## src/rtl/cpu_pkg.sv

```systemverilog
// Shared definitions for the writeback stage: datapath width, regsel codes
// and the control bundle captured in the EX->WB register.
package cpu_pkg;

  localparam int W = 32;

  localparam logic [1:0] REGSEL_ALU = 2'd0;
  localparam logic [1:0] REGSEL_HI  = 2'd1;
  localparam logic [1:0] REGSEL_LO  = 2'd2;

  typedef struct packed {
    logic       regwrite;
    logic [4:0] dest;
    logic [1:0] regsel;
    logic       gpio_in;
    logic       gpio_out;
  } wb_ctrl_t;

  // Destination register field: rt for I-type style writes, rd otherwise.
  function automatic logic [4:0] pick_dest(input logic rdrt, input logic [4:0] rt,
                                           input logic [4:0] rd);
    return rdrt ? rt : rd;
  endfunction

endpackage

```

## src/rtl/wb_stage_if.sv

```systemverilog
// EX/WB boundary bundle: EX-stage controls and data in, register-file write
// port, GPIO pins and forwarding selects out.
interface wb_stage_if #(parameter int W = cpu_pkg::W);

  logic         flush_EX;
  logic         regwrite_EX;
  logic [1:0]   regsel_EX;
  logic         enhilo_EX;
  logic         rdrt_EX;
  logic         GPIO_OUT;
  logic         GPIO_IN;
  logic [4:0]   rs_EX;
  logic [4:0]   rt_EX;
  logic [4:0]   rd_EX;
  logic [W-1:0] lo_EX;
  logic [W-1:0] hi_EX;
  logic [W-1:0] gpio_wdata_EX;
  logic [W-1:0] gpio_in;

  logic         regwrite_WB;
  logic [4:0]   writeaddr_WB;
  logic [W-1:0] writedata_WB;
  logic [W-1:0] gpio_out;
  logic         fwd_rs_EX;
  logic         fwd_rt_EX;

  // Upstream pipeline / pad side.
  modport master (
    output flush_EX, regwrite_EX, regsel_EX, enhilo_EX, rdrt_EX, GPIO_OUT, GPIO_IN,
    output rs_EX, rt_EX, rd_EX, lo_EX, hi_EX, gpio_wdata_EX, gpio_in,
    input  regwrite_WB, writeaddr_WB, writedata_WB, gpio_out, fwd_rs_EX, fwd_rt_EX
  );

  // Writeback stage side.
  modport slave (
    input  flush_EX, regwrite_EX, regsel_EX, enhilo_EX, rdrt_EX, GPIO_OUT, GPIO_IN,
    input  rs_EX, rt_EX, rd_EX, lo_EX, hi_EX, gpio_wdata_EX, gpio_in,
    output regwrite_WB, writeaddr_WB, writedata_WB, gpio_out, fwd_rs_EX, fwd_rt_EX
  );

endinterface

```

## src/rtl/wb_stage_hilo_reg.sv

```systemverilog
// HI/LO multiply result pair. Loads both halves together; holds otherwise.
module hilo_reg #(parameter int W = cpu_pkg::W) (
  input  logic         clk,
  input  logic         rst,
  input  logic         load,
  input  logic [W-1:0] hi_d,
  input  logic [W-1:0] lo_d,
  output logic [W-1:0] hi,
  output logic [W-1:0] lo
);

  // HI/LO update on a live mult/multu, cleared by reset.
  always_ff @(posedge clk) begin
    if (rst) begin
      hi <= '0;
      lo <= '0;
    end else if (load) begin
      hi <= hi_d;
      lo <= lo_d;
    end
  end

endmodule

```

## src/rtl/wb_stage.sv

```systemverilog
// Writeback stage: EX->WB pipeline register, HI/LO ownership, GPIO output
// register, write-data select and WB->EX forwarding selects.
// Optional macro GPIO_IN_SYNC_EN: route gpio_in through a two-flop
// synchronizer before the WB capture (3 cycles pin-to-WB instead of 1).
module wb_stage
  import cpu_pkg::*;
#(parameter int W = cpu_pkg::W) (
  input  logic   clk,
  input  logic   rst,
  wb_stage_if.slave bus
);

  logic         live_regwrite;
  logic         live_enhilo;
  logic         live_gpio_out;
  wb_ctrl_t     ctrl_d;
  wb_ctrl_t     ctrl_q;
  logic [W-1:0] lo_q;
  logic [W-1:0] gpio_wdata_q;
  logic [W-1:0] gpio_in_q;
  logic [W-1:0] gpio_sample;
  logic [W-1:0] gpio_out_q;
  logic [W-1:0] hi_reg;
  logic [W-1:0] lo_reg;
  logic [W-1:0] writedata;
  logic         regwrite_wb;

  // A bubble in EX must not write anything architecturally visible.
  always_comb begin
    live_regwrite   = bus.regwrite_EX & ~bus.flush_EX;
    live_enhilo     = bus.enhilo_EX   & ~bus.flush_EX;
    live_gpio_out   = bus.GPIO_OUT    & ~bus.flush_EX;
    ctrl_d.regwrite = live_regwrite;
    ctrl_d.dest     = pick_dest(bus.rdrt_EX, bus.rt_EX, bus.rd_EX);
    ctrl_d.regsel   = bus.regsel_EX;
    ctrl_d.gpio_in  = bus.GPIO_IN;
    ctrl_d.gpio_out = live_gpio_out;
  end

`ifdef GPIO_IN_SYNC_EN
  logic [W-1:0] gpio_meta;
  logic [W-1:0] gpio_sync;

  // Two-flop synchronizer for the asynchronous input pins.
  always_ff @(posedge clk) begin
    if (rst) begin
      gpio_meta <= '0;
      gpio_sync <= '0;
    end else begin
      gpio_meta <= bus.gpio_in;
      gpio_sync <= gpio_meta;
    end
  end

  assign gpio_sample = gpio_sync;
`else
  assign gpio_sample = bus.gpio_in;
`endif

  // EX->WB pipeline register; reset discards the in-flight instruction.
  always_ff @(posedge clk) begin
    if (rst) begin
      ctrl_q       <= '0;
      lo_q         <= '0;
      gpio_wdata_q <= '0;
      gpio_in_q    <= '0;
    end else begin
      ctrl_q       <= ctrl_d;
      lo_q         <= bus.lo_EX;
      gpio_wdata_q <= bus.gpio_wdata_EX;
      gpio_in_q    <= gpio_sample;
    end
  end

  // GPIO output register, written by a live GPIO_OUT instruction in EX.
  always_ff @(posedge clk) begin
    if (rst) begin
      gpio_out_q <= '0;
    end else if (live_gpio_out) begin
      gpio_out_q <= bus.gpio_wdata_EX;
    end
  end

  hilo_reg #(.W(W)) u_hilo (
    .clk  (clk),
    .rst  (rst),
    .load (live_enhilo),
    .hi_d (bus.hi_EX),
    .lo_d (bus.lo_EX),
    .hi   (hi_reg),
    .lo   (lo_reg)
  );

  // Write-data select. HI/LO are read live, so a mult in EX alongside an
  // mfhi/mflo in WB yields the pre-update value.
  always_comb begin
    writedata = lo_q;
    if (ctrl_q.gpio_out) begin
      writedata = gpio_wdata_q;
    end else if (ctrl_q.gpio_in) begin
      writedata = gpio_in_q;
    end else if (ctrl_q.regsel == REGSEL_HI) begin
      writedata = hi_reg;
    end else if (ctrl_q.regsel == REGSEL_LO) begin
      writedata = lo_reg;
    end
  end

  // $0 is hardwired, so it never gets a write and never forwards.
  always_comb begin
    regwrite_wb   = ctrl_q.regwrite & (ctrl_q.dest != 5'd0);
    bus.fwd_rs_EX = regwrite_wb & (ctrl_q.dest == bus.rs_EX);
    bus.fwd_rt_EX = regwrite_wb & (ctrl_q.dest == bus.rt_EX);
  end

  assign bus.regwrite_WB  = regwrite_wb;
  assign bus.writeaddr_WB = ctrl_q.dest;
  assign bus.writedata_WB = writedata;
  assign bus.gpio_out     = gpio_out_q;

endmodule

```

## src/flat_wrapper.sv

```systemverilog
// flat-port wrapper written by rule: the top's interface ports become plain ports
module wb_stage_flat import cpu_pkg::*;
#(parameter int W = cpu_pkg::W)
  (clk, rst, bus_flush_EX, bus_regwrite_EX, bus_regsel_EX, bus_enhilo_EX, bus_rdrt_EX, bus_GPIO_OUT, bus_GPIO_IN, bus_rs_EX, bus_rt_EX, bus_rd_EX, bus_lo_EX, bus_hi_EX, bus_gpio_wdata_EX, bus_gpio_in, bus_regwrite_WB, bus_writeaddr_WB, bus_writedata_WB, bus_gpio_out, bus_fwd_rs_EX, bus_fwd_rt_EX);
  wb_stage_if #(.W(W)) bus_i ();
  input  logic clk;
  input  logic rst;
  input wire logic [$bits(bus_i.flush_EX)-1:0] bus_flush_EX;
  input wire logic [$bits(bus_i.regwrite_EX)-1:0] bus_regwrite_EX;
  input wire logic [$bits(bus_i.regsel_EX)-1:0] bus_regsel_EX;
  input wire logic [$bits(bus_i.enhilo_EX)-1:0] bus_enhilo_EX;
  input wire logic [$bits(bus_i.rdrt_EX)-1:0] bus_rdrt_EX;
  input wire logic [$bits(bus_i.GPIO_OUT)-1:0] bus_GPIO_OUT;
  input wire logic [$bits(bus_i.GPIO_IN)-1:0] bus_GPIO_IN;
  input wire logic [$bits(bus_i.rs_EX)-1:0] bus_rs_EX;
  input wire logic [$bits(bus_i.rt_EX)-1:0] bus_rt_EX;
  input wire logic [$bits(bus_i.rd_EX)-1:0] bus_rd_EX;
  input wire logic [$bits(bus_i.lo_EX)-1:0] bus_lo_EX;
  input wire logic [$bits(bus_i.hi_EX)-1:0] bus_hi_EX;
  input wire logic [$bits(bus_i.gpio_wdata_EX)-1:0] bus_gpio_wdata_EX;
  input wire logic [$bits(bus_i.gpio_in)-1:0] bus_gpio_in;
  output wire logic [$bits(bus_i.regwrite_WB)-1:0] bus_regwrite_WB;
  output wire logic [$bits(bus_i.writeaddr_WB)-1:0] bus_writeaddr_WB;
  output wire logic [$bits(bus_i.writedata_WB)-1:0] bus_writedata_WB;
  output wire logic [$bits(bus_i.gpio_out)-1:0] bus_gpio_out;
  output wire logic [$bits(bus_i.fwd_rs_EX)-1:0] bus_fwd_rs_EX;
  output wire logic [$bits(bus_i.fwd_rt_EX)-1:0] bus_fwd_rt_EX;
  assign bus_i.flush_EX = bus_flush_EX;
  assign bus_i.regwrite_EX = bus_regwrite_EX;
  assign bus_i.regsel_EX = bus_regsel_EX;
  assign bus_i.enhilo_EX = bus_enhilo_EX;
  assign bus_i.rdrt_EX = bus_rdrt_EX;
  assign bus_i.GPIO_OUT = bus_GPIO_OUT;
  assign bus_i.GPIO_IN = bus_GPIO_IN;
  assign bus_i.rs_EX = bus_rs_EX;
  assign bus_i.rt_EX = bus_rt_EX;
  assign bus_i.rd_EX = bus_rd_EX;
  assign bus_i.lo_EX = bus_lo_EX;
  assign bus_i.hi_EX = bus_hi_EX;
  assign bus_i.gpio_wdata_EX = bus_gpio_wdata_EX;
  assign bus_i.gpio_in = bus_gpio_in;
  assign bus_regwrite_WB = bus_i.regwrite_WB;
  assign bus_writeaddr_WB = bus_i.writeaddr_WB;
  assign bus_writedata_WB = bus_i.writedata_WB;
  assign bus_gpio_out = bus_i.gpio_out;
  assign bus_fwd_rs_EX = bus_i.fwd_rs_EX;
  assign bus_fwd_rt_EX = bus_i.fwd_rt_EX;
  wb_stage #(.W(W)) u_core (.clk(clk), .rst(rst), .bus(bus_i));
endmodule
```

## config.mk

```make
export PLATFORM = sky130hd
export DESIGN_NAME = wb_stage_flat
export DESIGN_NICKNAME = d
export VERILOG_FILES = /design/src/rtl/cpu_pkg.sv /design/src/rtl/wb_stage_if.sv /design/src/rtl/wb_stage_hilo_reg.sv /design/src/rtl/wb_stage.sv /design/src/flat_wrapper.sv
export SDC_FILE = /design/constraint.sdc
export NUM_CORES = 1
export LEC_CHECK = 0
export CORE_ASPECT_RATIO = 1.5
export CORE_MARGIN = 8
export CORE_UTILIZATION = 50
export DETAILED_ROUTE_END_ITERATION = 6
export PLACE_DENSITY = 0.85
export SLEW_MARGIN = 10
export SYNTH_ARGS = -nofsm -noshare
export SYNTH_HDL_FRONTEND = slang
export SYNTH_HIERARCHICAL = 1
export SYNTH_SLANG_ARGS = --single-unit
```

## constraint.sdc

```tcl
create_clock -name clk -period 2.4 [get_ports clk]
set_input_delay 0.48 -clock clk [delete_from_list [all_inputs] [get_ports clk]]
set_output_delay 0.48 -clock clk [all_outputs]
set_load 0.01 [all_outputs]
```

==> flow_summary.json, run 1 <==
{
  "crit_chain": "buf_12, buf_4, mux2i_1, mux2_4, o21ai_4, buf_6",
  "layout_common_cells": "dfxtp_1, clkdlybuf4s50_1, mux2i_1, nor2b_1, nor2_1",
  "min_from": "rst",
  "finalCritPeriodShare_pct": 97.3,
  "synth_flop_cell": "dfxtp_1",
  "place_inst": 1173,
  "clk_pin_slew_ns": 0.06,
  "leakagePower_nw": 4.33,
  "p_switching_mw": 1.81,
  "cts_buffers": 20,
  "htreeDepth": 1,
  "syn2layout_area_growth_pct": 39.0,
  "clock.fmax_ghz": 0.428,
  "ir_drop_mv": 0.888,
  "slowest_stage": "dfxtp_4",
  "layout.cells.non_filler": 1218,
  "power_mw": 7.92,
  "portBuffers": 224,
  "cpPeakStageDelay_ns": 0.37,
  "relSlewSlack_pct": 66.9,
  "gr-total-overflow": 0,
  "intPower_mw": 6.11,
  "initial_utilization_pct": 50.6,
  "maxCapViolCount": 0,
  "fp.dieH_um": 172,
  "cp.arrival_ns": 1.85,
  "fin_nets": 1150,
  "grt_start_max_net_pins": 63,
  "required_ns": 1.92,
  "p_seq_share_pct": 45.6,
  "cts_num_sinks": 202,
  "report.final.hold_viol_count": 0,
  "ios": 225,
  "drtAntennaViolNets": 0,
  "die_w_um": 120,
  "grt_pass1_wl_um": 33300,
  "hpwl_um": 15500,
  "routed_wl_um": 21500,
  "cts_buffer_depth": 3,
  "synth-seq-cells": 202,
  "critPathBufInv": 3,
  "worstMarginPinSlew_ns": 0.497,
  "p_comb_share_pct": 13.9,
  "drive_above_1_share_pct": 14.6,
  "ys_warn_count": 6,
  "grt_pass1_vias": 6547,
  "hp-class": "input port to register",
  "cts_tree": "done",
  "core_area_um2": 16000,
  "report.final.slew_viol_count": 0,
  "dieArea_um2": 20600,
  "startpoint": "u_core/ctrl_q[3]$_SDFF_PP0_",
  "synth.top_cell.area_share_pct": 50.1,
  "syn-num-nets": 937,
  "switching_share_pct": 22.8,
  "synth_cells": 784,
  "synthArstFlopShare_pct": 0,
  "synth-edff-count": 0,
  "grt_usage_pct": 20.2,
  "post_synth.cell_area_avg_um2": 10.3,
  "crit_family": "buffers and inverters",
  "ys_seq_area_share_pct": 50.1,
  "crit_path_start_kind": "register",
  "outcome": "finished, final reports clean",
  "wl_per_cell_um": 17.6,
  "synthTopCellsByArea": "dfxtp_1, mux2i_1, nor2b_1",
  "setup-violations-final": 0,
  "p_per_area_nw_per_um2": 705,
  "synth_top_area_cell": "dfxtp_1",
  "drc": 0,
  "cts_hold_buf": 0,
  "first_iter_violations": 320,
  "root_buffer": "clkbuf_16",
  "syn_area_um2": 8080,
  "ys_types": 28,
  "vias": 6114,
  "pwr-share-clk_pct": 40.5,
  "place_congestion": 0.831,
  "clkLatencyLatePin_ns": 0.48,
  "drt_pass1_iterations": 4,
  "fin_util_pct": 70.3,
  "rows": 57,
  "skew_ns": 0,
  "crit_fanout": 17,
  "fin_crit_ns": 2.33,
  "final_common_cell": "dfxtp_1",
  "viasPerCell": 5.02,
  "r2r_start": "u_core/u_hilo/lo[15]$_SDFFE_PP0P_",
  "rsz0062_at_grt": "true",
  "whs_ns": 0.421,
  "worst_setup_path_end_kind": "output port",
  "criticalPathCategory": "register to output port",
  "antenna_found_initial": 3
}
## power by group through the flow
stage / clock network, mW / registers [mW] / logic, mW
final: 3.20 / 3.61 / 1.10
after global routing: 3.41 / 3.63 / 1.19
after CTS: 3.26 / 3.61 / 1.10
after detailed placement: 0 / 3.68 / 1.11
after global placement: 0 / 3.68 / 1.09
after floorplan: 0 / 3.67 / 0.555
## through the flow
| step | setup WS (ns) | cell area, um2 | setup TNS [ns] |
|---|---|---|---|
| after floorplan | 0.706 | 8080 | 0 |
| after global placement | -0.175 | 10400 | -0.324 |
| after detailed placement | -0.190 | 10400 | -0.358 |
| after CTS | -0.0559 | 11200 | -0.0627 |
| after global routing | -0.0185 | 11200 | -0.0504 |
| final | 0.0650 | 11200 | 0 |
## what timing repair did
| item | 4_1_cts | 5_1_grt |
|---|---|---|
| resized for setup | 108 | 14 |
| gates cloned | 2 | 0 |
| pin swaps | 3 | 4 |
| setup buffers | 6 | 0 |
| setup endpoints to repair | 35 | 16 |
## synth_stat cells (5+ instances only)
master and n:
nor2b_1 102, buf_4 6, xnor2_1 6, o21ai_2 11, mux2i_1 133, clkbuf_1 25, dfxtp_1 202, buf_1 8
a21oi_1 32, buf_6 5, buf_8 12, nor2_1 70, mux2_2 32, a22oi_1 31, nand2_1 65, buf_2 7
o21ai_1 21
## metal layers
metal | vias up | routed length [um] | GRT usage, %
li1 | 3060 | - | -
met1 | 2829 | 8420 | 22.4
met2 | 181 | 10700 | 35.2
met3 | 44 | 1430 | 5.19
met4 | 0 | 869 | 9.87
met5 | - | 0 | 0
## layout make-up
class                           count  area, um2
Antenna cell                        3       7.51
Fill cell                        1199       4750
Timing Repair Buffer              255       2560
Tap cell                          206        258
Sequential cell                   202       4060
Clock buffer                       27        598
Inverter                            1       3.75
Clock inverter                      7       87.6
Multi-Input combinational cell    517       3660
## worst register-to-register path: stages (launching register included)
cell and delay [ns]:
dfxtp_1 0.31, mux2i_1 0.18, nor2_1 0.08
## final timing paths
kind                                              end  slack [ns]  depth (start not counted)
setup / recovery                 bus_writedata_WB[21]        0.07                          6
hold / removal      u_core/u_hilo/hi[24]$_SDFFE_PP0P_        0.42                          2
setup reg to reg    u_core/u_hilo/lo[15]$_SDFFE_PP0P_        1.70                          2
hold reg to reg   u_core/bus.gpio_out[3]$_SDFFE_PP0P_        0.45                          2
## logic make-up (layout without fill, tap and decap cells)
kind of cell	count (synthesis)	count (layout)	synth area share, %
XOR/XNOR	10	10	1.08
flip-flops	202	202	50.1
multiplexers	165	165	20.9
AND/OR/NAND/NOR	246	246	14.9
AO/OA/AOI/OAI	96	96	7.45
buffers and inverters	65	290	5.56
other	0	3	0
No activity file was read; power rests on OpenSTA's default activity.
==> run 2, diff against run 1 <==
--- a/config.mk
+++ b/config.mk
@@ -5,10 +5,12 @@
 export SDC_FILE = /design/constraint.sdc
 export NUM_CORES = 1
 export LEC_CHECK = 0
+export CAP_MARGIN = 20
 export CORE_ASPECT_RATIO = 1.5
 export CORE_MARGIN = 8
 export CORE_UTILIZATION = 50
 export DETAILED_ROUTE_END_ITERATION = 6
+export GPL_TIMING_DRIVEN = 0
 export PLACE_DENSITY = 0.85
 export SLEW_MARGIN = 10
 export SYNTH_ARGS = -nofsm -noshare
==> run 2 against run 1 <==
  * The run now ends with setup timing left
  * Setup slack lost 0.090 ns
  * Global-route usage increased by 1.9 points
  * Register-to-register slack better by 0.02 ns
  * Highest routed layer unchanged
  * Non-clock buffer count increased by 37
  * Wire length is 9.8% higher
  * Cell count rose by 2.8%
  * Clock skew stayed put
  * Sequential share of layout area is 0.16 points lower
  * First-iteration DRC count fell by 8.8%
  * Die area unchanged
==> flow_summary.json, run 2 (synthesis gave the netlist of run 1 again) <==
{
  "vias": 6325,
  "ff2ff_path_depth": 2,
  "drc": 0,
  "hp-class": "input port to register",
  "clkLatencyLatePin_ns": 0.47,
  "rsz0062_at_grt": "true",
  "rr_endpoint": "u_core/u_hilo/lo[19]$_SDFFE_PP0P_",
  "fin_util_pct": 70.6,
  "skew_ns": 0,
  "htreeDepth": 1,
  "gr-total-overflow": 0,
  "grt_pass1_vias": 6844,
  "report.final.slew_viol_count": 0,
  "clk_pin_slew_ns": 0.07,
  "ir_drop_mv": 0.493,
  "fin_crit_ns": 2.42,
  "fp.dieH_um": 172,
  "place_congestion": 0.847,
  "violations": "setup timing",
  "die_w_um": 120,
  "fin_nets": 1186,
  "report.final.hold_viol_count": 0,
  "place_inst": 1212,
  "place_worst_setup_slack_ns": -0.204,
  "worstSetupPathDepth": 7,
  "grt_usage_pct": 22.1,
  "leakagePower_nw": 4.36,
  "maxCapViolCount": 0,
  "drive_above_1_share_pct": 16.1,
  "crit_fanout": 5,
  "cts_buffers": 19,
  "drtAntennaViolNets": 0,
  "portBuffers": 222,
  "syn2layout_area_growth_pct": 39.6,
  "cp_common_cell": "clkbuf_16",
  "relSlewSlack_pct": 60.0,
  "rows": 57,
  "grt_pass1_wl_um": 35900,
  "viasPerCell": 5.05,
  "ios": 225,
  "root_buffer": "clkbuf_16",
  "grt_start_max_net_pins": 16,
  "wl_per_cell_um": 18.8,
  "setup-violations-final": 1,
  "p_per_area_nw_per_um2": 694,
  "cts_hold_buf": 0,
  "fin_setup_tns_ns": -0.0249,
  "cpPeakStageDelay_ns": 0.36,
  "final_common_cell": "dfxtp_1",
  "routed_wl_um": 23600,
  "crit_chain": "clkbuf_16, clkbuf_16, buf_4, mux2i_1, mux2_2, o21ai_1, clkbuf_2",
  "drt_pass1_iterations": 5,
  "fin_ws_ns": -0.0249,
  "layout_common_cells": "dfxtp_1, clkdlybuf4s50_1, mux2i_1, nor2b_1, nor2_1",
  "dieArea_um2": 20600,
  "postPlaceCellArea_um2": 10600,
  "required_ns": 1.92,
  "clock.fmax_ghz": 0.412,
  "crit_family": "buffers and inverters",
  "startpoint": "u_core/ctrl_q[3]$_SDFF_PP0_",
  "initial_utilization_pct": 50.6,
  "first_iter_violations": 292,
  "cp.arrival_ns": 1.94,
  "layout.cells.non_filler": 1252,
  "worst_setup_path_end_kind": "output port",
  "cts_num_sinks": 202,
  "criticalPathCategory": "register to output port",
  "antenna_found_initial": 1,
  "slowest_stage": "dfxtp_4",
  "outcome": "finished, violations left",
  "critPathBufInv": 4,
  "regToRegSetupSlack_ns": 1.72,
  "cts_buffer_depth": 3,
  "endpoint": "bus_writedata_WB[30]",
  "core_area_um2": 16000,
  "worstMarginPinSlew_ns": 0.601,
  "crit_path_start_kind": "register",
  "cts_tree": "done",
  "finalCritPeriodShare_pct": 101,
  "design_area_um2": 11300,
  "r2r_start": "u_core/u_hilo/lo[19]$_SDFFE_PP0P_",
  "hpwl_um": 17800
}
==> run 2: worst reg2reg max path, cell delays in order, from the launching register on <==
cell and delay (ns):
dfxtp_1 0.32, mux2i_1 0.17, nor2_1 0.07
==> run 2: final cells by class <==
cell class              count  area (um2)
diodes                      1        2.50
plain buffers              63         522
clock buffers              30         577
clock inverters             3        67.6
fillers                  1224        4700
inverters                   1        3.75
multi-input cells         517        3650
flip-flops and latches    202        4050
well taps                 206         258
repair buffers            229        2140
==> run 2: how the worst min path moves through the flow <==
stage	from	end	slack (ns)	depth (start not counted)
after floorplan	u_core/u_hilo/hi[0]$_SDFFE_PP0P_	u_core/u_hilo/hi[0]$_SDFFE_PP0P_	0.46	2
after global placement	u_core/bus.gpio_out[31]$_SDFFE_PP0P_	u_core/bus.gpio_out[31]$_SDFFE_PP0P_	0.44	2
after detailed placement	u_core/bus.gpio_out[9]$_SDFFE_PP0P_	u_core/bus.gpio_out[9]$_SDFFE_PP0P_	0.45	2
after CTS	rst	u_core/u_hilo/hi[29]$_SDFFE_PP0P_	0.31	2
after global routing	rst	u_core/u_hilo/lo[31]$_SDFFE_PP0P_	0.33	2
final	rst	u_core/u_hilo/hi[29]$_SDFFE_PP0P_	0.33	2
==> run 2: metal layers <==
metal	vias up	track usage (%)	share of wire (%)
met3	47	5.35	5.8
met4	0	7.58	3.2
met5	-	0	0
met2	192	42.2	53
met1	2970	22.8	38
li1	3116	-	-
==> run 2: metrics by stage <==
stage / hold slack, ns / power, mW
floorplan: 0.460 / 4.22
global placement: 0.441 / 4.79
detailed placement: 0.447 / 4.81
CTS: 0.309 / 7.88
global route: 0.331 / 8.12
finish: 0.332 / 7.82
==> run 2: power by group <==
group	switching (mW)	internal, mW	leakage (nW)	total (mW)
Combinational	0.498	0.634	2.37	1.13
Sequential	0.0895	3.53	1.67	3.62
Clock	1.22	1.86	0.312	3.08
Total	1.80	6.02	4.36	7.82
==> run 2: what timing repair did <==
action                                  in CTS  in global routing
gates cloned                                 0                  2
endpoints found under the setup margin      35                 32
buffers inserted                             4                  1
gates resized for setup                    140                 40
pin swaps                                    1                  2
